### config.mk
export PLATFORM = sky130hd
export DESIGN_NAME = vga_frame_monitor
export DESIGN_NICKNAME = d
export VERILOG_FILES = /design/src/rtl/genius_vga_pkg.sv /design/src/rtl/vga_sync_edge.sv /design/src/rtl/vga_frame_monitor.sv
export SDC_FILE = /design/constraint.sdc
export NUM_CORES = 1
export LEC_CHECK = 0
export BUFFER_PORTS_ARGS = -buffer_cell sky130_fd_sc_hd__buf_2
export CAP_MARGIN = 10
export CORE_ASPECT_RATIO = 0.9
export CORE_MARGIN = 4
export CORE_UTILIZATION = 40
export CTS_CLUSTER_DIAMETER = 100
export DETAILED_ROUTE_END_ITERATION = 8
export HOLD_SLACK_MARGIN = 0.05
export MAX_ROUTING_LAYER = met4
export PLACE_DENSITY_LB_ADDON = 0.15
export SYNTH_ARGS = -nofsm -noshare
export SYNTH_HDL_FRONTEND = slang
export SYNTH_SLANG_ARGS = --single-unit
### constraint.sdc
create_clock -name CLOCK_25 -period 2.55 [get_ports CLOCK_25]
set_input_delay 0 -clock CLOCK_25 [delete_from_list [all_inputs] [get_ports CLOCK_25]]
set_output_delay 0 -clock CLOCK_25 [all_outputs]
set_load 0.02 [all_outputs]
### src/rtl/genius_vga_pkg.sv
// Shared types and constants for the VGA frame monitor: FSM states,
// default frame geometry and counter widths.
package genius_vga_pkg;

  typedef enum logic [1:0] {
    WAIT_VS = 2'd0,
    ACTIVE  = 2'd1,
    REPORT  = 2'd2
  } state_t;

  localparam int H_ACTIVE_DEF = 640;
  localparam int V_ACTIVE_DEF = 480;
  localparam int FRAME_CNT_W  = 19;
  localparam int LINE_CNT_W   = 10;

endpackage

### src/rtl/vga_sync_edge.sv
// Registers an active-low sync input and flags its falling edge, comparing
// the registered value against the previous registered value.
module vga_sync_edge (
  input  logic clk,
  input  logic rst,
  input  logic sync_in,
  output logic fall
);

  logic sync_p0;
  logic sync_p1;

  // Idle level of an active-low sync is high, so reset there to avoid a false edge.
  always_ff @(posedge clk) begin
    if (rst) begin
      sync_p0 <= 1'b1;
      sync_p1 <= 1'b1;
    end else begin
      sync_p0 <= sync_in;
      sync_p1 <= sync_p0;
    end
  end

  assign fall = sync_p1 & ~sync_p0;

endmodule

### src/rtl/vga_frame_monitor.sv
// Recovers pixel coordinates from a VGA stream and reports per-frame pixel,
// colour-key and line counts together with geometry error flags.
module vga_frame_monitor
  import genius_vga_pkg::*;
#(
  parameter int H_ACTIVE = H_ACTIVE_DEF,
  parameter int V_ACTIVE = V_ACTIVE_DEF
) (
  input  logic                   CLOCK_25,
  input  logic                   RESET,
  input  logic                   VGA_HS,
  input  logic                   VGA_VS,
  input  logic                   VGA_BLANK_N,
  input  logic [7:0]             VGA_R,
  input  logic [7:0]             VGA_G,
  input  logic [7:0]             VGA_B,
  input  logic [7:0]             KEY_R,
  input  logic [7:0]             KEY_G,
  input  logic [7:0]             KEY_B,
  output logic [LINE_CNT_W-1:0]  X,
  output logic [LINE_CNT_W-1:0]  Y,
  output logic [FRAME_CNT_W-1:0] PIX_COUNT,
  output logic [FRAME_CNT_W-1:0] KEY_COUNT,
  output logic [LINE_CNT_W-1:0]  LINE_COUNT,
  output logic                   FRAME_VALID,
  output logic                   LINE_ERR,
  output logic                   FRAME_ERR,
  output logic                   LOCKED
);

  localparam logic [LINE_CNT_W-1:0]  LINE_PIX  = LINE_CNT_W'(H_ACTIVE);
  localparam logic [LINE_CNT_W-1:0]  FRAME_LNS = LINE_CNT_W'(V_ACTIVE);
  localparam logic [FRAME_CNT_W-1:0] FRAME_PIX = FRAME_CNT_W'(H_ACTIVE * V_ACTIVE);

  function automatic logic [FRAME_CNT_W-1:0] sat_inc_frame(input logic [FRAME_CNT_W-1:0] v);
    return (&v) ? v : v + FRAME_CNT_W'(1);
  endfunction

  function automatic logic [LINE_CNT_W-1:0] sat_inc_line(input logic [LINE_CNT_W-1:0] v);
    return (&v) ? v : v + LINE_CNT_W'(1);
  endfunction

  state_t                 state;
  logic                   blank_p0;
  logic [23:0]            rgb_p0;
  logic                   hs_fall;
  logic                   vs_fall;
  logic [23:0]            key_q;
  logic [FRAME_CNT_W-1:0] pix_acc, key_acc;
  logic [LINE_CNT_W-1:0]  line_acc, line_pix;
  logic                   line_err_acc;
  logic                   start_frame;

  logic [FRAME_CNT_W-1:0] pix_n, key_n;
  logic [LINE_CNT_W-1:0]  lines_n, lpix_n, x_n, y_n;
  logic                   err_n;

  // Stage p0: single input register; all detection works on this copy.
  vga_sync_edge u_hs_edge (.clk(CLOCK_25), .rst(RESET), .sync_in(VGA_HS), .fall(hs_fall));
  vga_sync_edge u_vs_edge (.clk(CLOCK_25), .rst(RESET), .sync_in(VGA_VS), .fall(vs_fall));

  always_ff @(posedge CLOCK_25) begin
    if (RESET) blank_p0 <= 1'b0;
    else       blank_p0 <= VGA_BLANK_N;
  end

  always_ff @(posedge CLOCK_25) begin
    rgb_p0 <= {VGA_R, VGA_G, VGA_B};
  end

  // Pixel counted first, then a sync edge closes the line, so an HS edge
  // coinciding with VS still lands its line in the closing frame.
  always_comb begin
    pix_n   = pix_acc;
    key_n   = key_acc;
    lines_n = line_acc;
    lpix_n  = line_pix;
    x_n     = X;
    y_n     = Y;
    err_n   = line_err_acc;
    if (blank_p0) begin
      pix_n  = sat_inc_frame(pix_acc);
      lpix_n = sat_inc_line(line_pix);
      x_n    = sat_inc_line(X);
      if (rgb_p0 == key_q) key_n = sat_inc_frame(key_acc);
    end
    if (hs_fall) x_n = '0;
    if ((hs_fall || vs_fall) && (lpix_n != '0)) begin
      y_n     = sat_inc_line(Y);
      lines_n = sat_inc_line(line_acc);
      if (lpix_n != LINE_PIX) err_n = 1'b1;
      lpix_n  = '0;
    end
  end

  assign start_frame = ((state == WAIT_VS) && vs_fall) || (state == REPORT);

  // Stage p1: frame FSM, accumulators and report registers.
  always_ff @(posedge CLOCK_25) begin
    if (RESET) begin
      state        <= WAIT_VS;
      pix_acc      <= '0;
      key_acc      <= '0;
      line_acc     <= '0;
      line_pix     <= '0;
      line_err_acc <= 1'b0;
      key_q        <= '0;
      X            <= '0;
      Y            <= '0;
      PIX_COUNT    <= '0;
      KEY_COUNT    <= '0;
      LINE_COUNT   <= '0;
      FRAME_VALID  <= 1'b0;
      LINE_ERR     <= 1'b0;
      FRAME_ERR    <= 1'b0;
      LOCKED       <= 1'b0;
    end else begin
      FRAME_VALID <= 1'b0;
      case (state)
        WAIT_VS: begin
          if (vs_fall) begin
            state  <= ACTIVE;
            LOCKED <= 1'b1;
          end
        end
        ACTIVE: begin
          pix_acc      <= pix_n;
          key_acc      <= key_n;
          line_acc     <= lines_n;
          line_pix     <= lpix_n;
          line_err_acc <= err_n;
          X            <= x_n;
          Y            <= y_n;
          if (vs_fall) begin
            state       <= REPORT;
            PIX_COUNT   <= pix_n;
            KEY_COUNT   <= key_n;
            LINE_COUNT  <= lines_n;
            LINE_ERR    <= err_n;
            FRAME_ERR   <= (lines_n != FRAME_LNS) || err_n || (pix_n != FRAME_PIX);
            FRAME_VALID <= 1'b1;
          end
        end
        REPORT:  state <= ACTIVE;
        default: state <= WAIT_VS;
      endcase
      // Overrides the ACTIVE updates above; the key is latched only here so
      // mid-frame key changes wait for the next frame.
      if (start_frame) begin
        pix_acc      <= '0;
        key_acc      <= '0;
        line_acc     <= '0;
        line_pix     <= '0;
        line_err_acc <= 1'b0;
        Y            <= '0;
        key_q        <= {KEY_R, KEY_G, KEY_B};
      end
    end
  end

endmodule

==> impl_metrics.env <==
export IMPL_async_flop_share=0
export IMPL_clock_power_share=0.424
export IMPL_max_freq_mhz=406
export IMPL_internal_power_mw=4.52
export IMPL_synth_edf_count=0
export IMPL_place_congestion=0.890
export IMPL_vias=7696
export IMPL_synth_area_sq_um=8490
export IMPL_cap_viol_max_count=0
export IMPL_syn_inst=1015
export IMPL_crit_fanout=5
export IMPL_ys_top_cells_by_count="dfxtp_1 (186), nor2_1 (150), nand2_1 (145)"
export IMPL_overflow=0
export IMPL_via_per_inst=4.99
export IMPL_period_needed_ns=2.47
export IMPL_yosysTopAreaCell="dfxtp_1"
export IMPL_grt_pass1_wl_um=36700
export IMPL_die_x_um=162
export IMPL_finClkSkew_ns=0.0121
export IMPL_drt_iter0_drc=392
export IMPL_slew_headroom=0.436
export IMPL_cts_path_max_buffers=2
export IMPL_yosysWarningCount=0
export IMPL_cp_start_kind="flop"
export IMPL_required_ns=2.86
export IMPL_first_global_vias=7309
export IMPL_slew_viol_final=0
export IMPL_leakagePower_nw=4.34
export IMPL_endpoint_kind="flop"
export IMPL_power_density_nw_per_um2=548
export IMPL_ys_ff_latch=186
export IMPL_total_power_mw=6.15
export IMPL_cts_sinks=186
export IMPL_cts_tree="done"
export IMPL_rows=50
export IMPL_h_tree_depth=4
export IMPL_grt_use_total=0.193
export IMPL_fin_crit_sh=0.967
export IMPL_cts_buffers=17
export IMPL_synth_most_common_cell="dfxtp_1"
export IMPL_power_switching_mw=1.63
export IMPL_core_area_sq_um=20800
export IMPL_ys_flop_type="dfxtp_1"
export IMPL_worst_slew_pin_slew_ns=0.845
export IMPL_fin_nets=1302
export IMPL_pwr_share_seq=0.492
export IMPL_seq_area_frac_synth=0.439
export IMPL_die_height_um=146
export IMPL_holdWs_ns=0.195
export IMPL_arrival_ns=2.78
export IMPL_root_buffer="clkbuf_16"
export IMPL_wl_per_cell_um=14.5
export IMPL_drive_above_1_share=0.244
export IMPL_ir_drop_uv=427
export IMPL_fillers=1988
export IMPL_drc_errors=0
export IMPL_antenna_found_initial=0
export IMPL_setup_violations=0
export IMPL_syn_to_final_growth_pct=32.2
export IMPL_min_path_type="input port to flop"
export IMPL_initial_core_util=0.407
export IMPL_grt_max_degree=88
export IMPL_hold_violations=0
export IMPL_drt_pass1_iter_count=5
export IMPL_io_buffers=124
export IMPL_status="completed"
export IMPL_dieArea_sq_um=23600
export IMPL_io_pins=125
export IMPL_pwr_share_comb=0.084
export IMPL_path_class="flop to flop"
export IMPL_synth_avg_cell_area_sq_um=8.36
export IMPL_diodes=0
export IMPL_rsz0062_at_grt="yes"
export IMPL_hpwl_um=15000
export IMPL_synth_top_area_frac=0.439
export IMPL_clk_pin_slew_ns=0.08
export IMPL_sw_frac_of_total=0.265
export IMPL_clk_latency_ns=0.43
export IMPL_yosys_cell_types_count=64
export IMPL_synth_area_leaders="dfxtp_1 (44%), xor2_1 (6.8%), nor2_1 (6.6%), nand2_1 (6.4%), xnor2_1 (4.5%)"
export IMPL_syn_nets=1074
export IMPL_detail_route_antenna_nets=0
export IMPL_routed_wl_um=22300
-- per-layer routing --
layer	share of wire	vias up	global-route usage
met1	0.49	3529	0.261
met2	0.45	171	0.296
li1	-	3968	-
met4	0.020	0	0.0490
met5	0	-	-
met3	0.037	28	0.0381
-- kinds of logic after synthesis --
logic type | count (synthesis) | synth area share
fa+ha+maj | 6 | 0.00885
compound gates | 174 | 0.137
simple gates | 450 | 0.247
buf+inv | 74 | 0.0367
flops | 186 | 0.439
mux | 15 | 0.0184
xor+xnor | 110 | 0.114
-- layout by cell type (no fill, tap or decap), drive strengths merged, types with 5 or more instances in the layout --
cell and count:
xor2 66, inv 18, nand3 30, clkbuf 17, nor2b 10, ha 6
o21ai 17, nor3 25, nand2b 5, nand4 26, dlygate4sd3 55, or2 7
buf 217, or3 5, nand2 145, nor2 150, mux2i 10, a41oi 9
a211oi 47, mux2 5, and4 8, nor4 9, xnor2 44, dfxtp 186
a21oi 65, a31oi 5, and2 5, and3 19
-- registers in the layout, summed over array words and instances (netlist names) --
signal	count
Y	10
FRAME_VALID	1
key_q	24
FRAME_ERR	1
KEY_COUNT	19
PIX_COUNT	19
u_hs_edge.sync_p1	1
u_vs_edge.sync_p0	1
u_hs_edge.sync_p0	1
line_pix	10
pix_acc	19
key_acc	19
LOCKED	1
line_acc	10
rgb_p0	24
line_err_acc	1
LINE_ERR	1
blank_p0	1
state	2
LINE_COUNT	10
X	10
u_vs_edge.sync_p1	1
-- critical path, stage by stage, from the launching register on --
cell,delay (ns)
dfxtp_2,0.36
ha_4,0.17
and3_4,0.23
and3_4,0.21
o32ai_4,0.09
and4_4,0.22
a2111oi_4,0.31
mux2_4,0.34
o41ai_2,0.31
nand3_1,0.10
-- power by group through the flow --
| stage | clock network [mW] | registers [mW] | logic, mW |
|---|---|---|---|
| 2_1_floorplan | 0 | 3.11 | 0.236 |
| 3_3_place_gp | 0 | 3.09 | 0.438 |
| 3_5_place_dp | 0 | 3.09 | 0.440 |
| 4_1_cts | 2.68 | 3.02 | 0.508 |
| 5_1_grt | 2.81 | 3.03 | 0.571 |
| 6_report | 2.60 | 3.02 | 0.519 |
-- area by class of cell --
class | instances | area, sq um | share of cell area
multi-input cells | 755 | 4620 | 0.412
well taps | 286 | 358 | 0.0319
inverters | 11 | 41.3 | 0.00368
repair buffers | 272 | 1890 | 0.168
flip-flops and latches | 186 | 3730 | 0.333
clock inverters | 15 | 154 | 0.0137
clock buffers | 17 | 425 | 0.0379
-- path summary, 6_finish.rpt --
check / from / to / slack [ns] / cells after the start
max: line_pix[0] / FRAME_ERR / 0.08 / 9
min: VGA_R[2] / rgb_p0[18] / 0.19 / 2
min reg2reg: u_hs_edge.sync_p0 / u_hs_edge.sync_p1 / 0.44 / 1
max reg2reg: line_pix[0] / FRAME_ERR / 0.08 / 9
-- metrics by stage --
step           std cells  instance area (sq um)  worst slack [ns]  utilization  setup TNS (ns)
6_report            1542                  11200            0.0850        0.538               0
5_1_grt             1542                  11200           -0.0397        0.538         -0.0953
4_1_cts             1536                  11100          0.000389        0.531               0
3_5_place_dp        1449                   9890            -0.112        0.475          -0.112
3_3_place_gp        1449                   9890           -0.0410        0.475         -0.0410
2_1_floorplan       1015                   8510          0.000811            -               0
-- what timing repair did --
item	4_1_cts	5_1_grt
gates resized for setup	9	27
setup buffers	0	5
hold buffers	55	0
hold endpoints to repair	58	0
setup endpoints to repair	1	45
pin swaps	1	9
gates cloned	0	1
Note: power is estimated with default switching activity, not from simulation.
